### config.mk
export PLATFORM = sky130hd
export DESIGN_NAME = rgb_led_sequencer
export DESIGN_NICKNAME = d
export VERILOG_FILES = /design/src/rtl/rgb_led_sequencer.sv
export SDC_FILE = /design/constraint.sdc
export NUM_CORES = 1
export LEC_CHECK = 0
export CORE_ASPECT_RATIO = 1.5
export CORE_MARGIN = 3
export CORE_UTILIZATION = 28
export CTS_BUF_LIST = sky130_fd_sc_hd__clkbuf_4 sky130_fd_sc_hd__clkbuf_8 sky130_fd_sc_hd__clkbuf_16
export DETAILED_ROUTE_END_ITERATION = 16
export PLACE_DENSITY = 0.48
export SKIP_LAST_GASP = 1
export SLEW_MARGIN = 20
export SYNTH_ARGS = -nofsm -noshare
export SYNTH_HDL_FRONTEND = slang
export SYNTH_SLANG_ARGS = --single-unit
export TNS_END_PERCENT = 1
### constraint.sdc
create_clock -name clock -period 4.89 [get_ports clock]
set_input_delay 0.7335 -clock clock [delete_from_list [all_inputs] [get_ports clock]]
set_output_delay 0.7335 -clock clock [all_outputs]
set_load 0.01 [all_outputs]
### src/rtl/rgb_led_sequencer.sv
// RGB LED controller: conditions two push buttons and runs the OFF/STATIC/CYCLE/BREATHE display FSM.
// Optional macro RGB_LED_SEQUENCER_GAMMA_EN squares the BREATHE duty for perceptually even fading.
module rgb_led_sequencer #(
  parameter int DEBOUNCE_CYCLES = 500000,
  parameter int STEP_CYCLES     = 25000000,
  parameter int PWM_BITS        = 8,
  parameter int BREATHE_DIV     = 64
) (
  input  logic       clock,
  input  logic       reset_n,
  input  logic       push_button0,
  input  logic       push_button1,
  output logic       led_red,
  output logic       led_green,
  output logic       led_blue,
  output logic [1:0] mode
);

  localparam int DB_W  = (DEBOUNCE_CYCLES > 1) ? $clog2(DEBOUNCE_CYCLES) : 1;
  localparam int ST_W  = (STEP_CYCLES > 1) ? $clog2(STEP_CYCLES) : 1;
  localparam int PER_W = (BREATHE_DIV > 1) ? $clog2(BREATHE_DIV) : 1;

  localparam logic [DB_W-1:0]     DB_LAST   = DB_W'(DEBOUNCE_CYCLES - 32'sd1);
  localparam logic [DB_W-1:0]     DB_ONE    = DB_W'(32'd1);
  localparam logic [ST_W-1:0]     STEP_LAST = ST_W'(STEP_CYCLES - 32'sd1);
  localparam logic [ST_W-1:0]     STEP_ONE  = ST_W'(32'd1);
  localparam logic [PER_W-1:0]    PER_LAST  = PER_W'(BREATHE_DIV - 32'sd1);
  localparam logic [PER_W-1:0]    PER_ONE   = PER_W'(32'd1);
  localparam logic [PWM_BITS-1:0] PWM_MAX   = {PWM_BITS{1'b1}};
  localparam logic [PWM_BITS-1:0] DUTY_ONE  = PWM_BITS'(32'd1);
  localparam logic                DIR_UP    = 1'b0;
  localparam logic                DIR_DOWN  = 1'b1;

  typedef enum logic [1:0] {
    ST_OFF     = 2'd0,
    ST_STATIC  = 2'd1,
    ST_CYCLE   = 2'd2,
    ST_BREATHE = 2'd3
  } mode_e;

  function automatic logic [2:0] colour_next(input logic [2:0] c);
    if (c >= 3'd6) begin
      colour_next = 3'd0;
    end else begin
      colour_next = c + 3'd1;
    end
  endfunction

  function automatic logic [2:0] colour_rgb(input logic [2:0] c);
    case (c)
      3'd0:    colour_rgb = 3'b100;
      3'd1:    colour_rgb = 3'b010;
      3'd2:    colour_rgb = 3'b001;
      3'd3:    colour_rgb = 3'b110;
      3'd4:    colour_rgb = 3'b011;
      3'd5:    colour_rgb = 3'b101;
      3'd6:    colour_rgb = 3'b111;
      default: colour_rgb = 3'b000;
    endcase
  endfunction

  logic [1:0]          btn;
  logic [1:0]          sync1_q, sync2_q, vld_q;
  logic [1:0]          db_lvl_q, db_lvl_d, db_prev_q, arm_q, arm_d;
  logic [DB_W-1:0]     db_cnt_q [2];
  logic [DB_W-1:0]     db_cnt_d [2];
  logic [1:0]          press;
  mode_e               state_q, state_d;
  logic [2:0]          colour_q, colour_d;
  logic                paused_q, paused_d;
  logic [ST_W-1:0]     step_q, step_d;
  logic [PWM_BITS-1:0] pwm_q, pwm_d;
  logic [PWM_BITS-1:0] duty_q, duty_d, duty_eff;
  logic [PER_W-1:0]    per_q, per_d;
  logic                dir_q, dir_d;
  logic                pwm_on;
  logic [2:0]          led_q, led_d;
  logic [1:0]          mode_q, mode_d;

  assign btn = {push_button1, push_button0};

  // Synchroniser, debounce and edge-detect state for both buttons
  always_ff @(posedge clock or negedge reset_n) begin
    if (!reset_n) begin
      sync1_q     <= 2'b00;
      sync2_q     <= 2'b00;
      vld_q       <= 2'b00;
      db_lvl_q    <= 2'b00;
      db_prev_q   <= 2'b00;
      arm_q       <= 2'b00;
      db_cnt_q[0] <= {DB_W{1'b0}};
      db_cnt_q[1] <= {DB_W{1'b0}};
    end else begin
      sync1_q   <= btn;
      sync2_q   <= sync1_q;
      vld_q     <= {vld_q[0], 1'b1};
      db_lvl_q  <= db_lvl_d;
      db_prev_q <= db_lvl_q;
      arm_q     <= arm_d;
      db_cnt_q  <= db_cnt_d;
    end
  end

  // Debounce counting; a button is armed only once it has been seen released after reset
  always_comb begin
    db_lvl_d = db_lvl_q;
    arm_d    = arm_q;
    for (int i = 0; i < 2; i++) begin
      if (sync2_q[i] == db_lvl_q[i]) begin
        db_cnt_d[i] = {DB_W{1'b0}};
      end else if (db_cnt_q[i] == DB_LAST) begin
        db_cnt_d[i] = {DB_W{1'b0}};
        db_lvl_d[i] = sync2_q[i];
      end else begin
        db_cnt_d[i] = db_cnt_q[i] + DB_ONE;
      end
      if (vld_q[1] && !sync2_q[i] && !db_lvl_q[i]) begin
        arm_d[i] = 1'b1;
      end else begin
        arm_d[i] = arm_q[i];
      end
    end
  end

  assign press = db_lvl_q & ~db_prev_q & arm_q;

  // Mode state register
  always_ff @(posedge clock or negedge reset_n) begin
    if (!reset_n) begin
      state_q <= ST_OFF;
    end else begin
      state_q <= state_d;
    end
  end

  // Mode transitions: only the mode button moves the FSM
  always_comb begin
    state_d = state_q;
    if (press[0]) begin
      case (state_q)
        ST_OFF:     state_d = ST_STATIC;
        ST_STATIC:  state_d = ST_CYCLE;
        ST_CYCLE:   state_d = ST_BREATHE;
        ST_BREATHE: state_d = ST_OFF;
        default:    state_d = ST_OFF;
      endcase
    end else begin
      state_d = state_q;
    end
  end

  // Colour, cycle timer and breathing registers
  always_ff @(posedge clock or negedge reset_n) begin
    if (!reset_n) begin
      colour_q <= 3'd0;
      paused_q <= 1'b0;
      step_q   <= {ST_W{1'b0}};
      pwm_q    <= {PWM_BITS{1'b0}};
      per_q    <= {PER_W{1'b0}};
      duty_q   <= {PWM_BITS{1'b0}};
      dir_q    <= DIR_UP;
    end else begin
      colour_q <= colour_d;
      paused_q <= paused_d;
      step_q   <= step_d;
      pwm_q    <= pwm_d;
      per_q    <= per_d;
      duty_q   <= duty_d;
      dir_q    <= dir_d;
    end
  end

  // Per-mode datapath updates; a mode press always wins over the action button
  always_comb begin
    colour_d = colour_q;
    paused_d = paused_q;
    step_d   = step_q;
    pwm_d    = pwm_q + DUTY_ONE;
    per_d    = per_q;
    duty_d   = duty_q;
    dir_d    = dir_q;
    case (state_q)
      ST_STATIC: begin
        if (press[0]) begin
          step_d   = {ST_W{1'b0}};
          paused_d = 1'b0;
        end else if (press[1]) begin
          colour_d = colour_next(colour_q);
        end else begin
          colour_d = colour_q;
        end
      end
      ST_CYCLE: begin
        if (press[0]) begin
          pwm_d  = {PWM_BITS{1'b0}};
          per_d  = {PER_W{1'b0}};
          duty_d = {PWM_BITS{1'b0}};
          dir_d  = DIR_UP;
        end else begin
          if (paused_q) begin
            step_d = step_q;
          end else if (step_q == STEP_LAST) begin
            step_d   = {ST_W{1'b0}};
            colour_d = colour_next(colour_q);
          end else begin
            step_d = step_q + STEP_ONE;
          end
          if (press[1]) begin
            paused_d = ~paused_q;
          end else begin
            paused_d = paused_q;
          end
        end
      end
      ST_BREATHE: begin
        if (press[0]) begin
          colour_d = colour_q;
        end else begin
          if (press[1]) begin
            colour_d = colour_next(colour_q);
          end else begin
            colour_d = colour_q;
          end
          if (pwm_q != PWM_MAX) begin
            per_d = per_q;
          end else if (per_q != PER_LAST) begin
            per_d = per_q + PER_ONE;
          end else begin
            per_d = {PER_W{1'b0}};
            // Turn around on reaching either end so the triangle never overshoots
            if (dir_q == DIR_UP) begin
              if (duty_q >= PWM_MAX - DUTY_ONE) begin
                duty_d = PWM_MAX;
                dir_d  = DIR_DOWN;
              end else begin
                duty_d = duty_q + DUTY_ONE;
                dir_d  = DIR_UP;
              end
            end else begin
              if (duty_q <= DUTY_ONE) begin
                duty_d = {PWM_BITS{1'b0}};
                dir_d  = DIR_UP;
              end else begin
                duty_d = duty_q - DUTY_ONE;
                dir_d  = DIR_DOWN;
              end
            end
          end
        end
      end
      default: begin
        colour_d = colour_q;
      end
    endcase
  end

`ifdef RGB_LED_SEQUENCER_GAMMA_EN
  logic [2*PWM_BITS-1:0] duty_sq;
  assign duty_sq  = {{PWM_BITS{1'b0}}, duty_q} * {{PWM_BITS{1'b0}}, duty_q};
  assign duty_eff = duty_sq[2*PWM_BITS-1:PWM_BITS];
`else
  assign duty_eff = duty_q;
`endif

  assign pwm_on = (pwm_q < duty_eff);

  // Output decode from the registered mode and colour
  always_comb begin
    case (state_q)
      ST_OFF:     led_d = 3'b000;
      ST_STATIC:  led_d = colour_rgb(colour_q);
      ST_CYCLE:   led_d = colour_rgb(colour_q);
      ST_BREATHE: led_d = colour_rgb(colour_q) & {3{pwm_on}};
      default:    led_d = 3'b000;
    endcase
    mode_d = state_q;
  end

  // Output registers
  always_ff @(posedge clock or negedge reset_n) begin
    if (!reset_n) begin
      led_q  <= 3'b000;
      mode_q <= 2'd0;
    end else begin
      led_q  <= led_d;
      mode_q <= mode_d;
    end
  end

  assign led_red   = led_q[2];
  assign led_green = led_q[1];
  assign led_blue  = led_q[0];
  assign mode      = mode_q;

endmodule

-- After elaboration in Yosys (flattened, before gate mapping)
Index checks and enable logic that the tools add are counted.
- bits in writable memories: 0
- input bits: 4
- memory bits (read-only): 0
- memories kept: 0
- register bits after elaboration: 109
- latch bits: 0
- shift-type cells: 0
- magnitude comparators: 4
- reductions and logical operators: 22
- bitwise operators: 7
- multiplexer cells: 46
- $add $sub $neg: 8
- multiply operators: 0
- divide/modulo/power cells: 0
- eq/ne operators: 27
- operators by type and width (operator ; count):
    25-bit two-way mux ; 4
    19-bit two-way mux ; 4
    8-bit two-way mux ; 9
    25-bit case mux with 2 select lines ; 1
    19-bit by 1-bit adder with 19-bit output, second input constant ; 2
    19-bit equality test, second input constant ; 2
    25-bit by 1-bit adder with 25-bit output, second input constant ; 1
    25-bit equality test, second input constant ; 1
    6-bit two-way mux ; 4
    3-bit two-way mux ; 7
    3-bit case mux with 7 select lines ; 1
    2-bit inequality test, second input constant ; 10
    8-bit by 1-bit adder with 8-bit output, second input constant ; 2
    8-bit case mux with 2 select lines ; 1
    6-bit case mux with 2 select lines ; 1
    4-bit AND reduction ; 3
    3-bit equality test, second input constant ; 3
    1-bit two-way mux ; 9
    3-bit case mux with 3 select lines ; 1
    8-bit >= comparator, second input constant ; 1
    8-bit by 1-bit less-or-equal comparator with 1-bit output, second input constant ; 1
    8-bit less-than comparator ; 1
    8-bit inequality test, second input constant ; 1
    2-bit case mux with 4 select lines ; 1
    other kinds (26) ; 43

-- Longest topological paths before layout
- depth after elaboration: 7
- gate-level depth with buffers: 10
- gate-level depth less buffers: 7

-- Worst setup path before layout
Ideal clock, no wire load.
- path type: reg-to-reg
- from: register state_q[0] (netlist: mode_d[0])
- to: register duty_q[7] (netlist: duty_eff[7])
- period minus slack after synthesis: 2.038 ns
- cell stages (with the launch flop): 10
- slack: 2.852 ns
- arrival time: 1.960 ns
- setup time: 0.077 ns
- path buffers: 2
- required time: 4.813 ns
- cell sequence: dfrtp_1 inv_1 ha_1 and4b_1 buf_2 nor2b_1 clkbuf_1 nor2_2 or3_1 a21oi_1
- word-level cells in the longest chain between the ends: 3
- elaborated cells between the ends (all ways): 9
- ends and longest elaborated chain (element ; line ; source):
    from (decl) ; 68 ; mode_e state_q, state_d;
    from (signal assigned) ; 132 ; state_q <= state_d;
    2-bit equality test ; 182 ; case (state_q)
    2-bit inequality test (no source line) or 2-bit nonzero test (tied branches) ; -- ;
    5-bit AND reduction (no source line) ; -- ;
    to (signal assigned) ; 160 ; duty_q <= {PWM_BITS{1'b0}};
    to (signal assigned) ; 168 ; duty_q <= duty_d;
    to (decl) ; 73 ; logic [PWM_BITS-1:0] duty_q, duty_d, duty_eff;
Parallel ways exist; a longest one is shown, timed or not.
A chain may end at the register's enable or synchronous reset.

-- Worst setup path after layout
- from: register state_q[0] (netlist: mode_d[0])
- to: register duty_q[1] (netlist: duty_eff[1])
The elaborated chain is that of the path after synthesis.

==> metrics.cfg <==
[setup_path]
critical_path_class=register to register
crit_path_start_kind=register
worstPathArrival_ns=3.12
r2r_cells=7
cp_max_fo=15
end_kind=register
worstPathRequired_ns=5.16

[clock_tree]
cts.htree.levels=3
cts_sinks=109
clk_path_buf_depth=2
root_buffer=clkbuf_16
cts_tree=yes
cts_setup_buffers=0
clkTransAtPathRegs_ns=0.07
cts_hold_buf=0
cts_resized=0
insertion_delay_ns=0.36
cts_buffers=9

[placed_design]
place_area_um2=6250
dp.cells=875
dp.final_hpwl_mm=8.53
portBuffers=8
gp_congestion=0.786

[synthesis]
synth-edff-count=0
synth-seq-area-share=0.460
synthArstFlopShare=1.00
synthCells=623
ys.flop_type=dfrtp_1
avgSynthCellArea_um2=9.52
synth_top_area_cell=dfrtp_1
synth_cell_types=61
syn_nets=652
ys_top_cells_by_area=dfrtp_1 (46%), nor2_1 (5.5%), ha_1 (5.3%)
synth.top_cell.area_share=0.460
synth_area_um2=5930
yosys_register_bits=109
ys_warn_count=0

[min_path]
hp-class=register to register
whs_path_depth=0

[routing]
wl_per_cell_um=13.9
avgViaCountPerCell=5.03
dr.first_iter.drc_count=304
via_count=4474
ant_nets=0
drc=0
routed_wl_mm=12.4
dr.pass1.iters=4

[global_routing]
antenna_found_initial=0
grt_pass1_wl_mm=21.7
grt_max_degree=71
grt_overflow=0
track_usage=0.113
grt_pass1_vias=4578

[power_and_ir_drop]
ir_drop_mv=0.168
power_mw=1.69
p_per_area_nw_per_um2=259
static-leakage-power_nw=2.62

[layout]
syn_to_final_growth_pct=10.3
insertedDiodeCount=0
final_cell_mix=dfrtp_1 (109), nor2_1 (87), nand2_1 (46), nand3_1 (37), o21ai_0 (35)
fin_cells=890
design_area_um2=6550
nets=651
final_common_cell=dfrtp_1
drive_gt1_frac=0.0559

[sta]
maxSlewHeadroom=0.386
timing.fmax_mhz=351
slew_viol_final=0
worstMarginPinSlew_ns=0.922
rsz0062_at_grt=false
holdWs_ns=0.350
period_needed_ns=2.85
tns_ns=0
hold_violations=0
finalCritPeriodShare=0.582
clock_skew_ns=0.00829
report.final.setup_viol=0

[floorplanning]
coreArea_um2=20600
fp.dieH_um=184
io_pins=9
die_area_um2=23000
num_rows=64
initial_core_util=0.288
die_w_um=125

[status]
status=completed

[flow_run]
max_cap_violations=0

-- worst paths after layout --
path                       startpoint           to  slack [ns]
max reg2reg                 mode_d[0]  duty_eff[1]        2.04
max                         mode_d[0]  duty_eff[1]        2.04
min in group asynchronous     reset_n   step_q[11]        0.51
min reg2reg                sync1_q[0]   sync2_q[0]        0.35
max in group asynchronous     reset_n     per_q[3]        3.30
min                        sync1_q[0]   sync2_q[0]        0.35
-- flip-flops by register name, summed over array words and instances (netlist names) --
signal and count:
mode_d 2, db_cnt_q 38, mode 2, paused_q 1, colour_q 3, per_q 6
db_lvl_q 2, db_prev_q 2, duty_eff 8, pwm_q 8, sync1_q 2, arm_q 2
step_q 25, dir_q 1, led_q 3, sync2_q 2, vld_q 2
-- report_power, final --
part	switching, mW	total, mW	internal (mW)
combinational	0.0273	0.0345	0.00727
sequential	0.00529	0.913	0.907
clock	0.334	0.748	0.414
-- cells by family after synthesis --
logic type	after synthesis	share of synthesized area
AND/OR/NAND/NOR	276	0.239
flip-flops	109	0.460
AO/OA/AOI/OAI	107	0.124
XOR/XNOR	49	0.0723
buffers and inverters	45	0.0321
adder cells (fa/ha/maj)	25	0.0527
multiplexers	11	0.0198
other	1	0.000632
-- metrics by stage --
step            util  setup slack [ns]
2_1_floorplan      -              2.85
3_3_place_gp   0.304              2.16
3_5_place_dp   0.304              2.02
4_1_cts        0.318              2.03
5_1_grt        0.318              1.79
6_report       0.318              2.04
-- worst max-delay path, stage by stage, from the launching register on --
cell and delay (ns):
dfrtp_1 0.41, inv_1 0.11, ha_1 0.45, and4b_1 0.49, nor2b_1 0.51, o21ai_2 0.29, or3_1 0.42, o21ai_0 0.08
-- Yosys cell counts, types with 7 or more instances --
| cell | count |
|---|---|
| dfrtp_1 | 109 |
| nor2_1 | 87 |
| nand2_1 | 46 |
| nand3_1 | 37 |
| o21ai_0 | 35 |
| xnor2_1 | 27 |
| ha_1 | 25 |
| inv_1 | 23 |
| xor2_1 | 22 |
| nor3_1 | 20 |
| a21oi_1 | 19 |
| a22o_1 | 15 |
| nand4_1 | 13 |
| clkbuf_1 | 12 |
| and3_1 | 10 |
| nor4_1 | 10 |
| and4_1 | 9 |
| a21o_1 | 8 |
| buf_2 | 8 |
| nor2b_1 | 7 |
| or3_1 | 7 |
-- area by class of cell --
class | instances | area [um^2]
sequential | 109 | 2730
timing repair buffer | 10 | 92.6
clock buffer | 12 | 248
tap | 264 | 330
fill | 2072 | 14000
clock inverter | 3 | 46.3
multi-input combinational | 469 | 3010
inverter | 23 | 86.3
-- per-layer routing --
metal | routed length, um | vias up | global-route usage | part of all wire
met5 | 0 | - | 0 | 0
met4 | 385 | 0 | 0.0629 | 0.031
met3 | 304 | 21 | 0.0157 | 0.025
met2 | 6190 | 56 | 0.200 | 0.50
met1 | 5480 | 2200 | 0.131 | 0.44
li1 | - | 2197 | - | -
Note: power is estimated with default switching activity, not from simulation.
